<file path="src/rtl/time_field_counter.sv">
// -----------------------------------------------------------------------------
// time_field_counter
//
// One field (second, minute, hour, day, month) of the millennium clock.
// The field counts from MIN_VAL up to an effective maximum. At that maximum
// it wraps and emits a one-cycle carry to the next field. The user can step
// the field up or down with edge-detected buttons while it is selected. A
// runtime bound (max_dyn) lets day fields follow the length of the month.
//
// Optional feature macro: HOLD_REPEAT_EN
//   When defined, holding a button after its stepping edge auto-repeats.
//   The first repeat step comes REPEAT_DELAY cycles after the initial step,
//   and later steps come every REPEAT_PERIOD cycles. When the macro is
//   undefined, only rising edges step.
//
// Ports:
//   clk_1Hz        in  1      single clock, rising edge
//   rst            in  1      synchronous, active-high reset
//   en_1           in  1      global count enable
//   carry_in       in  1      increment request from the lower field
//   up / down      in  1      debounced adjust buttons (level)
//   select_item    in  3      adjust-field selector
//   max_dyn        in  WIDTH  runtime upper bound (all-ones when unused)
//   value          out WIDTH  current field value, registered
//   carry_out      out 1      one-cycle wrap pulse, registered
//   adjust_active  out 1      select match from the previous cycle
// -----------------------------------------------------------------------------
module time_field_counter #(
   parameter int unsigned WIDTH         = 6,
   parameter int unsigned MIN_VAL       = 0,
   parameter int unsigned MAX_VAL       = 59,
   parameter logic [2:0]  SELECT_CODE   = 3'b010,
   parameter int unsigned REPEAT_DELAY  = 4,
   parameter int unsigned REPEAT_PERIOD = 2
) (
   input  logic             clk_1Hz,
   input  logic             rst,
   input  logic             en_1,
   input  logic             carry_in,
   input  logic             up,
   input  logic             down,
   input  logic [2:0]       select_item,
   input  logic [WIDTH-1:0] max_dyn,
   output logic [WIDTH-1:0] value,
   output logic             carry_out,
   output logic             adjust_active
);

   localparam logic [WIDTH-1:0] MIN_W = WIDTH'(MIN_VAL);
   localparam logic [WIDTH-1:0] MAX_W = WIDTH'(MAX_VAL);

   if ((MIN_VAL > MAX_VAL) || (64'(MAX_VAL) >= (64'd1 << WIDTH)) ||
       (REPEAT_DELAY == 0) || (REPEAT_PERIOD == 0)) begin : g_param_check
      $error("time_field_counter: illegal parameter combination");
   end

   logic             sel;
   logic             below_min;
   logic [WIDTH-1:0] eff_max;
   logic             at_max;
   logic [WIDTH-1:0] inc_val;
   logic [WIDTH-1:0] dec_val;
   logic             up_prev, down_prev;
   logic             up_lock, down_lock;
   logic             up_rise, down_rise;
   logic             edge_up, edge_down;
   logic             step_up, step_down;
   logic             rpt_fire;
   logic             rpt_dir_up;

   // With MIN_VAL == 0 no bound can fall below the minimum. Splitting the
   // branch keeps an always-false unsigned compare out of the netlist.
   if (MIN_VAL == 0) begin : g_min_zero
      assign below_min = 1'b0;
   end else begin : g_min_nonzero
      assign below_min = (max_dyn < MIN_W);
   end

   // NOTE: every signal driven in always_comb gets a value on every path;
   //       a missed branch would infer a latch.
   always_comb begin
      eff_max = MAX_W;
      if (below_min)
         eff_max = MIN_W;
      else if (max_dyn < MAX_W)
         eff_max = max_dyn;

      sel     = (select_item == SELECT_CODE);
      at_max  = (value == eff_max);
      inc_val = at_max ? MIN_W : value + WIDTH'(1);
      dec_val = (value == MIN_W) ? eff_max : value - WIDTH'(1);

      // A lock blocks a button that was already held through reset.
      up_rise   = up   & ~up_prev   & ~up_lock;
      down_rise = down & ~down_prev & ~down_lock;

      // Simultaneous rising edges cancel each other.
      edge_up   = sel & up_rise   & ~down_rise;
      edge_down = sel & down_rise & ~up_rise;

      step_up   = edge_up   | (rpt_fire &  rpt_dir_up);
      step_down = edge_down | (rpt_fire & ~rpt_dir_up);
   end

`ifdef HOLD_REPEAT_EN
   localparam int unsigned RPT_MAX = (REPEAT_DELAY > REPEAT_PERIOD) ?
                                     REPEAT_DELAY : REPEAT_PERIOD;
   localparam int unsigned RPT_W   = $clog2(RPT_MAX + 1);
   localparam logic [RPT_W-1:0] RPT_DELAY_C  = RPT_W'(REPEAT_DELAY);
   localparam logic [RPT_W-1:0] RPT_PERIOD_C = RPT_W'(REPEAT_PERIOD);

   logic             rpt_active;
   logic             rpt_first;  // still waiting for the first (long) delay
   logic             rpt_hold;
   logic [RPT_W-1:0] rpt_cnt;    // cycles since the last step of this hold

   always_comb begin
      rpt_hold = rpt_active & sel & ~(up & down) & (rpt_dir_up ? up : down);
      rpt_fire = rpt_hold & (rpt_cnt == (rpt_first ? RPT_DELAY_C : RPT_PERIOD_C));
   end

   always_ff @(posedge clk_1Hz) begin
      if (rst) begin
         rpt_active <= 1'b0;
         rpt_dir_up <= 1'b0;
         rpt_first  <= 1'b0;
         rpt_cnt    <= '0;
      end else if (edge_up || edge_down) begin
         rpt_active <= 1'b1;
         rpt_dir_up <= edge_up;
         rpt_first  <= 1'b1;
         rpt_cnt    <= RPT_W'(1);
      end else if (rpt_fire) begin
         rpt_first  <= 1'b0;
         rpt_cnt    <= RPT_W'(1);
      end else if (rpt_hold) begin
         rpt_cnt    <= rpt_cnt + RPT_W'(1);
      end else begin
         rpt_active <= 1'b0;
         rpt_first  <= 1'b0;
         rpt_cnt    <= '0;
      end
   end
`else
   assign rpt_fire   = 1'b0;
   assign rpt_dir_up = 1'b0;
`endif

   // NOTE: sequential state uses non-blocking assignments only, so every
   //       register samples the pre-edge values of its neighbours.
   always_ff @(posedge clk_1Hz) begin
      if (rst) begin
         value         <= MIN_W;
         carry_out     <= 1'b0;
         adjust_active <= 1'b0;
         up_prev       <= 1'b0;
         down_prev     <= 1'b0;
         // A button held across reset stays locked until it is released.
         up_lock       <= up;
         down_lock     <= down;
      end else begin
         up_prev       <= up;
         down_prev     <= down;
         up_lock       <= up_lock & up;
         down_lock     <= down_lock & down;
         adjust_active <= sel;
         carry_out     <= 1'b0;

         if (value > eff_max) begin
            value <= eff_max;
         end else if (sel) begin
            if (step_up)
               value <= inc_val;
            else if (step_down)
               value <= dec_val;
         end else if (en_1 && carry_in) begin
            value     <= inc_val;
            carry_out <= at_max;
         end
      end
   end

endmodule

</file>
<file path="config.mk">
export PLATFORM = sky130hd
export DESIGN_NAME = time_field_counter
export DESIGN_NICKNAME = d
export VERILOG_FILES = /design/src/rtl/time_field_counter.sv
export SDC_FILE = /design/constraint.sdc
export NUM_CORES = 1
export LEC_CHECK = 0
export ABC_CLOCK_PERIOD_IN_PS = 6400
export CORE_ASPECT_RATIO = 0.9
export CORE_MARGIN = 2
export CORE_UTILIZATION = 35
export DETAILED_ROUTE_END_ITERATION = 6
export GPL_ROUTABILITY_DRIVEN = 0
export GPL_TIMING_DRIVEN = 0
export PLACE_DENSITY_LB_ADDON = 0.25
export SYNTH_ARGS = -nofsm -noshare
export SYNTH_HDL_FRONTEND = slang
export SYNTH_SLANG_ARGS = --single-unit
</file>
<file path="constraint.sdc">
create_clock -name clk_1Hz -period 6.4 [get_ports clk_1Hz]
set_input_delay 1.92 -clock clk_1Hz [delete_from_list [all_inputs] [get_ports clk_1Hz]]
set_output_delay 1.92 -clock clk_1Hz [all_outputs]
set_load 0.01 [all_outputs]
</file>
### Yosys cells after proc, flatten, opt, wreduce, memory -nomap -nowiden

Cells that the tools add are included.

* register bits after elaboration: 12
* input port bits: 15
* output and inout port bits: 8

* $lt $le $gt $ge: 2
* reduce and logical (&&, ||, !) cells: 5
* mux-type cells: 10
* equality and inequality tests: 3
* add/sub/neg operators: 2
* bitwise gates (word level): 17

Operators with widths (count)
* $mux 6: 8
* $and 1x1->1: 10
* $not 1->1: 7
* $add 6x1->6 const B: 1
* $eq 6x6->1: 1
* $gt 6x6->1: 1
* $logic_not 6->1: 1
* $lt 6x6->1 const B: 1
* $sub 6x1->6 const B: 1
* $ne 4x1->1 const B: 1
* $reduce_or 4->1: 1
* $eq 3x2->1 const B: 1
* $reduce_bool 3->1: 1
* $mux 1: 2
* $reduce_and 2->1: 1
* $logic_and 1x1->1: 1

### Logic depth before layout (Yosys ltp)

* depth after elaboration: 9
* depth in mapped cells: 8
* gate-level depth less buffers: 8

### Worst setup path after synthesis

Ideal clock, no wire load.

* path kind: in2reg
* start: in max_dyn[5]
* end: reg value[2]
* slack: 2.777 ns
* library setup time: 0.119 ns
* data required time: 6.281 ns
* stages on the path: 8
* arrival time: 3.504 ns
* cells stage by stage: inv_1 -> o31ai_1 -> ha_1 -> a21oi_1 -> a21oi_1 -> o21ai_1 -> nand2_1 -> o221a_1

* word-level cells in the longest chain between the ends: 7
* elaborated cells on any way between the ends: 14

Ends and longest elaborated chain
* from (decl): line 43 `input logic [WIDTH-1:0] max_dyn,`
* $lt 6x6->1: line 85 `else if (max_dyn < MAX_W)`
* $mux 6 *: line 85
* parallel branches: the longest is 5 deep, another holds $gt 6x6->1
* to (signal assigned): line 170 `value <= eff_max;`
* to (signal assigned): line 173 `value <= inc_val;`
* to (signal assigned): line 177 `value <= inc_val;`
* to (decl): line 44 `output logic [WIDTH-1:0] value,`

Every way passes the cells marked *. The select of a mux whose other input is x is not followed.
A chain may end at the register's enable or synchronous reset.

### Final worst setup path

* start: in max_dyn[5]
* end: reg value[3]

The elaborated chain is that of the path after synthesis.

==> results.md <==
- Outcome: finished clean
- Worst R2R Path Depth: 7
- Post-synthesis mux area share: 3.28%
- Synth Register Bits: 12
- Buffers and inverters on the worst path: 2
- Synth Area in Simple Gates: 25.4%
- Die extent in x: 61.2 microns
- Worst path max stage delay: 530 ps
- Port bufs: 22
- Initial antenna violation count: 0
- Hold_ws: 487 ps
- DR vias: 1,079
- Core Area: 2770 sq um
- Setup violators final: 0
- Max transition margin: between 60% and 70%
- TritonCTS buffer count: 3
- Post-synth EDFFs: 0
- Critical Path RT: between 6000 and 7000 ps
- DRC: 0
- Ports: 23
- Slowest CP cell: clkdlybuf4s50_1
- Worst setup margin: ~2000 ps
- Critical path class: input port to flip-flop
- Final Skew: 1.95 ps
- Worst Hold Depth: 1
- Async S/R FF share, synth: 0%
- Hold buffer count at cts: 0
- Vias in the first global route: 958
- Worst R2R Setup Slack: between 3000 and 4000 ps
- Hold crit path type: flip-flop to flip-flop
- Post-Synth Adder-Cell Area: 10.9%
- Place WS: 1770 ps
- Largest net degree at the start of global routing: 11
- CTS resizes: 0
- Nets: 178
- Clock Sinks: 12
- Synth Cell Area: 1030 sq um
- Final ANT Viol Nets: 0
- Cells after Synth: 127
- Placement Cell Area: 1300 sq um
- Row cnt: 18
- Worst slew pin tran: 591 ps
- Max-slew violation count: 0
- Hold Crit Start: up_lock$_DFF_P_
- Initial DRC count: 38
- Synth Flop Type: dfxtp_1
- N_diodes: 0
- Worst Setup End Kind: flip-flop
- First-pass GRT wire length: 4400 microns
- Max Root-Sink Buffers: 2
- Max Freq: 227 MHz
- Max-Cap Viols: 0
- CTS tree: built
- Worst-Skew Late Latency: 280 ps
- Worst Hold Path EP: up_lock$_DFF_P_
- Largest family of logic cells by synthesized area: compound AO/OA/AOI/OAI gates
- Syn Area/Cell: a little over 8 sq um
- Hpwl dp: 2160 microns
- Reg-to-reg startpoint: value[0]$_SDFFE_PP0P_
- Post-route cell area: 1340 sq um
- Vias per cell: 5.59
- Power Dens Cells: 294 nW/um^2
- Min Tclk post-route: ~4400 ps
- RSZ-0062 raised after global routing: no
- Startpoint types: input port
- Final hold vios: 0
- Synth Area in XOR/XNOR: 3.40%
- Total Power: 393 uW
- Worst-path clk slew: 80 ps
- Fillers: between 200 and 300
- Remaining Overflow, GRT: 0
- CP Cell Sequence: clkdlybuf4s50_1 -> inv_1 -> o31ai_1 -> ha_1 -> nand3_1 -> or2_0 -> o21ai_1 -> o311ai_1 -> a311oi_1
- Crit path max fanout: 9
- Final TNS setup: 0 ps
- Share of cells above drive strength 1: 7.84%
- # Post-CTS Setup Buffers: 0
- Seq/Total Area, Yosys: 23.3%
- Worst vdd ir: ~84 uV
- H-tree Lvls: 1
- Compound-cell area share of the yosys netlist: 29.0%
- Initial Util: 37.2%
- Routed wire per std cell: between 10 and 15 microns
- Leakage Power: about 0.5 nW
- Area Overhead vs Synth: 29.8%
- Top delay family on crit path: compound AO/OA/AOI/OAI gates
- FF-to-FF End: value[3]$_SDFFE_PP0P_
- Worst EP arrival: 4590 ps
- Root Buffer: clkbuf_4
- Die Height: 55.5 microns
- GRT Resource Usage Total: 16.7%
- Yosys warns: 0
- First-pass detailed-route iteration total: 4
- Syn_nets: 151
- Die area: around 3400 sq um
- Period utilisation layout: 68.8%
- Unique cell type count in the Yosys netlist: 46
- Post-Route WL: approximately 2800 microns
-- synth_stat cells (all sizes together), types with 2 or more instances --
cell / number / area (sq um)
nor2b: 3 / 18.8
nand3b: 2 / 15.0
xor2: 2 / 17.5
o31ai: 3 / 22.5
o211ai: 2 / 15.0
a211oi: 2 / 15.0
dfxtp: 12 / 240
clkbuf: 4 / 15.0
ha: 9 / 113
o21a: 5 / 45.0
nand3: 6 / 30.0
xnor2: 2 / 17.5
nor2: 7 / 26.3
o21ai: 10 / 50.0
o311ai: 3 / 26.3
nand2b: 2 / 12.5
nor3b: 2 / 20.0
nand2: 6 / 22.5
or2: 2 / 12.5
nor3: 6 / 30.0
or3b: 2 / 17.5
and3: 3 / 18.8
buf: 2 / 10.0
a21oi: 6 / 30.0
inv: 6 / 22.5
a311oi: 3 / 26.3
-- metrics by stage --
stage | utilization [%] | cells
6_report | 48.2 | 193
5_1_grt | 48.2 | 193
4_1_cts | 48.2 | 193
3_5_place_dp | 46.9 | 189
3_3_place_gp | 46.9 | 189
2_1_floorplan | - | 127
-- final cells by class --
type / instances / area, sq um / area share [%]
Inverter: 6 / 22.5 / 1.69
Multi-Input combinational cell: 103 / 742 / 55.5
Timing Repair Buffer: 22 / 220 / 16.5
Clock buffer: 4 / 36.3 / 2.72
Sequential cell: 12 / 240 / 18.0
Tap cell: 40 / 50.0 / 3.75
Buffer: 6 / 25.0 / 1.87
-- how the worst max path moves through the flow --
stage                     startpoint                    end  slack [ps]  depth (start not counted)
after global routing      max_dyn[5]  value[4]$_SDFFE_PP0P_        1780                          9
after detailed placement  max_dyn[5]  value[3]$_SDFFE_PP0P_        1770                          9
after floorplan           max_dyn[5]  value[2]$_SDFFE_PP0P_        2780                          8
after global placement    max_dyn[5]  value[4]$_SDFFE_PP0P_        1790                          9
after CTS                 max_dyn[5]  value[3]$_SDFFE_PP0P_        2050                          9
final                     max_dyn[5]  value[3]$_SDFFE_PP0P_        2000                          9
-- state kept, by name (all words and copies together), names as in the netlist --
name           count
down_lock          1
up_prev            1
up_lock            1
adjust_active      1
carry_out          1
down_prev          1
value              6
-- placed cells by master (no fill, tap or decap), drive strengths merged, types with 5 or more instances in the layout --
cell           synthesis  routed
dfxtp                 12      12
inv                    6       6
nand3                  6       6
ha                     9       9
clkbuf                 4       8
a21oi                  6       6
nand2                  6       6
o21a                   5       5
o21ai                 10      10
nor3                   6       6
clkdlybuf4s50          0      22
nor2                   7       7
-- report_power, final --
part           switching (mW)  internal [mW]  leakage [nW]
Combinational           0.120          0.103         0.380
Clock                  0.0267         0.0346        0.0210
Sequential             0.0208         0.0884        0.0992
Total                   0.167          0.226         0.500
-- worst register-to-register path, stage by stage, from the launching register on --
cell	delay, ps
dfxtp_1	510
inv_1	190
ha_1	320
nand3_1	120
or2_0	340
o21ai_1	380
o311ai_1	230
a311oi_1	310
-- cells by family (layout without fill, tap and decap cells) --
kind of cell / count (synthesis) / in the layout
AND/OR/NAND/NOR: 46 / 46
AO/OA/AOI/OAI: 42 / 42
adder cells (fa/ha/maj): 9 / 9
multiplexers: 2 / 2
XOR/XNOR: 4 / 4
buffers and inverters: 12 / 38
flip-flops: 12 / 12
-- per-layer routing --
layer	part of all wire (%)	global-route usage (%)	routed length [microns]
met2	46	25.5	1270
met4	0.43	4.35	12
met5	0	0	0
met3	7.8	2.34	216
met1	46	24.1	1270
Power figures use the tool's default switching activity.
